--- src/rtl/lm07_spi_responder.sv ---
// LM07-style SPI read port: frames a 13-bit temperature code as {TEMP, 3'b111}
// and shifts it out MSB-first; CS and SCK are oversampled in the SYSCLK domain.
//
// state | meaning
// IDLE  | waiting for CS to fall
// LOAD  | one cycle: snapshot hold register into shift register
// SHIFT | shifting on each synchronized SCK fall
// DONE  | full word sent; further SCK falls shift out zeros
module lm07_spi_responder #(
    parameter int                DATA_W     = 13,
    parameter int                PAD_BITS   = 3,
    parameter int                WORD_W     = DATA_W + PAD_BITS,
    parameter int                SYNC_STG   = 2,
    parameter logic [DATA_W-1:0] RESET_TEMP = '0
) (
    input  logic              SYSCLK,
    input  logic              RSTN,
    input  logic              CS,
    input  logic              SCK,
    input  logic [DATA_W-1:0] TEMP,
    input  logic              TEMP_VLD,
    output logic              SIO,
    output logic              SIO_OE,
    output logic              BUSY,
    output logic              RD_DONE
);

    localparam int CNT_W = $clog2(WORD_W + 1);

    typedef enum logic [1:0] {IDLE, LOAD, SHIFT, DONE} state_t;

    state_t              state;
    logic [SYNC_STG-1:0] cs_sync;
    logic [SYNC_STG-1:0] sck_sync;
    logic                cs_d;
    logic                sck_d;
    logic                cs_s;
    logic                sck_s;
    logic                cs_fall;
    logic                cs_rise;
    logic                sck_fall;
    logic [DATA_W-1:0]   hold;
    logic [WORD_W-1:0]   shift;
    logic [CNT_W-1:0]    bitcnt;

    assign cs_s     = cs_sync[SYNC_STG-1];
    assign sck_s    = sck_sync[SYNC_STG-1];
    assign cs_fall  = cs_d & ~cs_s;
    assign cs_rise  = ~cs_d & cs_s;
    assign sck_fall = sck_d & ~sck_s;
    assign SIO_OE   = ~cs_s;

    // Synchronizers reset to the idle bus levels so no edge is seen at release.
    always_ff @(posedge SYSCLK or negedge RSTN) begin
        if (!RSTN) begin
            cs_sync  <= '1;
            sck_sync <= '0;
            cs_d     <= 1'b1;
            sck_d    <= 1'b0;
        end else begin
            cs_sync  <= {cs_sync[SYNC_STG-2:0], CS};
            sck_sync <= {sck_sync[SYNC_STG-2:0], SCK};
            cs_d     <= cs_s;
            sck_d    <= sck_s;
        end
    end

    always_ff @(posedge SYSCLK or negedge RSTN) begin
        if (!RSTN) begin
            hold <= RESET_TEMP;
        end else if (TEMP_VLD) begin
            hold <= TEMP;
        end
    end

    always_ff @(posedge SYSCLK or negedge RSTN) begin
        if (!RSTN) begin
            state   <= IDLE;
            shift   <= '0;
            bitcnt  <= '0;
            BUSY    <= 1'b0;
            RD_DONE <= 1'b0;
            SIO     <= 1'b0;
        end else begin
            RD_DONE <= 1'b0;
            SIO     <= ~cs_s & shift[WORD_W-1];
            // A CS rise aborts from any active state and beats a coincident SCK fall.
            if (state != IDLE && cs_rise) begin
                state  <= IDLE;
                shift  <= '0;
                bitcnt <= '0;
                BUSY   <= 1'b0;
            end else begin
                case (state)
                    IDLE: begin
                        if (cs_fall) begin
                            state <= LOAD;
                            BUSY  <= 1'b1;
                        end
                    end
                    LOAD: begin
                        shift  <= {hold, {PAD_BITS{1'b1}}};
                        bitcnt <= '0;
                        state  <= SHIFT;
                    end
                    SHIFT: begin
                        if (sck_fall) begin
                            shift  <= shift << 1;
                            bitcnt <= bitcnt + 1'b1;
                            if (bitcnt == CNT_W'(WORD_W - 1)) begin
                                state   <= DONE;
                                RD_DONE <= 1'b1;
                            end
                        end
                    end
                    DONE: begin
                        if (sck_fall) begin
                            shift <= shift << 1;
                        end
                    end
                    default: begin
                        state <= IDLE;
                        BUSY  <= 1'b0;
                    end
                endcase
            end
        end
    end

endmodule

--- config.mk ---
export PLATFORM = sky130hd
export DESIGN_NAME = lm07_spi_responder
export DESIGN_NICKNAME = d
export VERILOG_FILES = /design/src/rtl/lm07_spi_responder.sv
export SDC_FILE = /design/constraint.sdc
export NUM_CORES = 1
export LEC_CHECK = 0
export CAP_MARGIN = 20
export CORE_MARGIN = 2
export CORE_UTILIZATION = 35
export CTS_BUF_LIST = sky130_fd_sc_hd__clkbuf_4 sky130_fd_sc_hd__clkbuf_8
export DETAILED_ROUTE_END_ITERATION = 6
export DONT_BUFFER_PORTS = 1
export PLACE_DENSITY_LB_ADDON = 0.15
export SYNTH_ARGS = -nofsm -noshare
export SYNTH_HDL_FRONTEND = slang
export SYNTH_SLANG_ARGS = --single-unit
--- constraint.sdc ---
create_clock -name SYSCLK -period 2.6 [get_ports SYSCLK]
set_clock_uncertainty 0.15 [all_clocks]
set_input_delay 0.52 -clock SYSCLK [delete_from_list [all_inputs] [get_ports SYSCLK]]
set_output_delay 0.52 -clock SYSCLK [all_outputs]
set_load 0.02 [all_outputs]
==> flow_summary.ini <==
[pwr]
power_switching_uw = 870.0
p_comb_frac = 0.369
clkPwrFrac = 0.211
ir_drop_mv = 0.4696
power.internal_mw = 1.545
p_seq_frac = 0.420
finalPower_mw = 2.415
p_per_area_nw_per_um2 = 1066
leakage_nw = 1.035
swShare = 0.3603

[grt]
met2_usage = 0.2150
antenna_found_initial = 0
use_met1 = 0.1785
grtUsageMet3 = 0.03371
grt_max_degree = 46
track_usage = 0.1366
grt_pass1_vias = 1392
overflow = 0
grt_busiest_layer = met2
grt_pass1_wl_um = 6755

[yosys]
ys_seq_area_frac = 0.5503
synthArstFlopShare = 1.000
synth_ff_type = dfrtp_1
yosys_warnings = 0
synth.area.top_cells = dfrtp_1, mux2_2, mux2i_1
synth_top_area_frac = 0.5119
avgSynthCellArea_um2 = 12.37
yosysTopAreaCell = dfrtp_1
syn_nets = 190
ys_types = 41
synth.ff_latch_count = 45
netlist_area_um2 = 2053
synth_edf_count = 0
synth_cells = 166

[critical_path]
critPathMaxStageDelay_ns = 0.45
path_cells = inv_1 -> ha_1 -> nor2_4 -> o21a_1 -> buf_4 -> nor2_1 -> a211oi_1
critical_path.top_delay_family = compound AO/OA/AOI/OAI gates
crit_buf_inv = 2
worstSetupPathType = flip-flop to flip-flop
reg2reg_slack_ns = 0.41
cp-end-kind = flip-flop
cp_data_arrival_time_ns = 2.24
r2r_end = shift[3]
rr_startpoint = state[0]
cpMaxStageDelayCell = dfrtp_1
cp.required_ns = 2.65
path_max_fanout = 12
reg2reg_depth = 7
worstSetupStartpointType = flip-flop

[layout]
antenna_cells = 0
syn2layout_area_growth_pct = 10.30
stdcell_count = 245
drive_above_1_share = 0.2081
final_cell_mix = dfrtp_1, mux2_2, mux2i_1
final_common_cell = dfrtp_1
seq_area_um2 = 1130
nFillCells = 548
multi_input_area_um2 = 865.8
nets = 197

[timing]
fin_tns_setup_ns = 0
period_needed_ns = 2.189
tightest_slew_ns = 0.5167
rsz0062_at_grt = false
finalCritPeriodShare = 0.8421
hold_viol = 0
worst_slack_ns = 0.4106
max_slew_margin = 0.6535
setup_viol_count_final = 0
fmax_mhz = 456.7
finalMaxSlewViolations = 0
whs_ns = 0.05947

[route]
vias = 1283
viasPerCell = 5.237
dr.pass1.iters = 4
dr.first_iter.drc_count = 76
ant_nets = 0
post-route-drc-count = 0
wl_per_cell_um = 15.94
wl_um = 3905

[clock_tree]
cts_made_buffers = 5
cts.sinks = 45
cts-root-buf = clkbuf_8
clock_latency_ns = 0.30
cts_tree = done
h-tree-depth = 2
ctsLongestPathBuffers = 2
ctsResizeCount = 0
clk_pin_slew_ns = 0.08

[placement]
placed_cells = 236
post-dp-hpwl_um = 2691
gp_congestion = 0.9028
io_buffers = 0
pre_cts_slack_ns = 0.4302

[outcome]
status = finished clean

[hold_path]
hold_class = input port to flip-flop
holdPathStages = 0
min_to = cs_sync[0]
min_from = CS

[floorplan]
start_util = 0.3684
die_x_um = 80.59
row_count = 27
die_area_um2 = 6495
ios = 22
fp.dieH_um = 80.59
core_um2 = 5574

[job]
maxCapViolations = 0
-- cells by family after synthesis --
| group | after synthesis | synth area share |
|---|---|---|
| flops | 45 | 0.5503 |
| fa+ha+maj | 6 | 0.03656 |
| simple gates | 41 | 0.1176 |
| buf+inv | 10 | 0.02803 |
| mux | 27 | 0.1402 |
| compound gates | 37 | 0.1274 |
-- cell type report --
| class | count | share of cell area |
|---|---|---|
| clock buffers | 5 | 0.03039 |
| clock inverters | 2 | 0.01547 |
| inverters | 6 | 0.009945 |
| multi-input cells | 111 | 0.3823 |
| flip-flops and latches | 45 | 0.4989 |
| well taps | 72 | 0.03978 |
| repair buffers | 4 | 0.02320 |
-- power groups by stage --
stage / Sequential [mW] / Combinational [mW] / Clock [mW]
final: 1.01 / 0.891 / 0.509
after global routing: 1.04 / 0.989 / 0.567
after CTS: 1.02 / 0.897 / 0.530
after detailed placement: 1.03 / 0.867 / 0
after global placement: 1.02 / 0.829 / 0
after floorplan: 0.988 / 0.755 / 0
-- worst max path at each step --
| stage | startpoint | endpoint | slack, ns | cells after the start |
|---|---|---|---|---|
| 2_1_floorplan | state[0] | shift[15] | 0.76 | 8 |
| 3_3_place_gp | state[0] | shift[3] | 0.58 | 7 |
| 3_5_place_dp | state[0] | shift[3] | 0.43 | 7 |
| 5_1_grt | state[0] | shift[6] | 0.29 | 7 |
| 6_report | state[0] | shift[3] | 0.41 | 7 |
| 4_1_cts | state[0] | shift[3] | 0.41 | 7 |
-- routing by layer --
layer / wire [µm] / part of all wire
met3: 183 / 0.047
met2: 1852 / 0.47
met4: 62 / 0.016
met1: 1807 / 0.46
met5: 0 / 0
-- stage by stage --
stage	area [µm²]	util
global route	2265	0.4063
floorplan	2053	-
CTS	2265	0.4063
detailed placement	2123	0.3809
global placement	2123	0.3809
finish	2265	0.4063
-- state kept, by name (all words and copies together) (netlist names) --
signal	count
sck_d	1
BUSY	1
RD_DONE	1
state	2
shift	16
sck_sync	2
cs_d	1
cs_sync	2
hold	13
bitcnt	5
SIO	1
-- worst register-to-register path, stage by stage, from the launching register on --
cell      delay [ns]
dfrtp_1         0.45
inv_1           0.11
ha_1            0.30
nor2_4          0.32
o21a_1          0.26
buf_4           0.21
nor2_1          0.05
a211oi_1        0.24
-- Yosys cell counts, types with 2 or more instances --
master    count
nand2b_1      2
and2_1        2
mux2_2       14
buf_6         2
dfrtp_1      42
ha_1          6
inv_1         6
a22o_1        4
and2b_1       3
o21ai_0      11
o31ai_1       2
o22ai_1       2
mux2i_1      13
nand3_1       2
a211oi_1      6
a21oi_1       2
nand2_1      10
nor2_1       11
dfstp_2       3
nor2b_1       2
-- repair_timing --
item / in CTS / in global routing
setup buffers: 0 / 0
hold buffers: 2 / 0
endpoints found under the hold margin: 45 / 0
setup endpoints to repair: 0 / 0
Power figures use the tool's default switching activity.
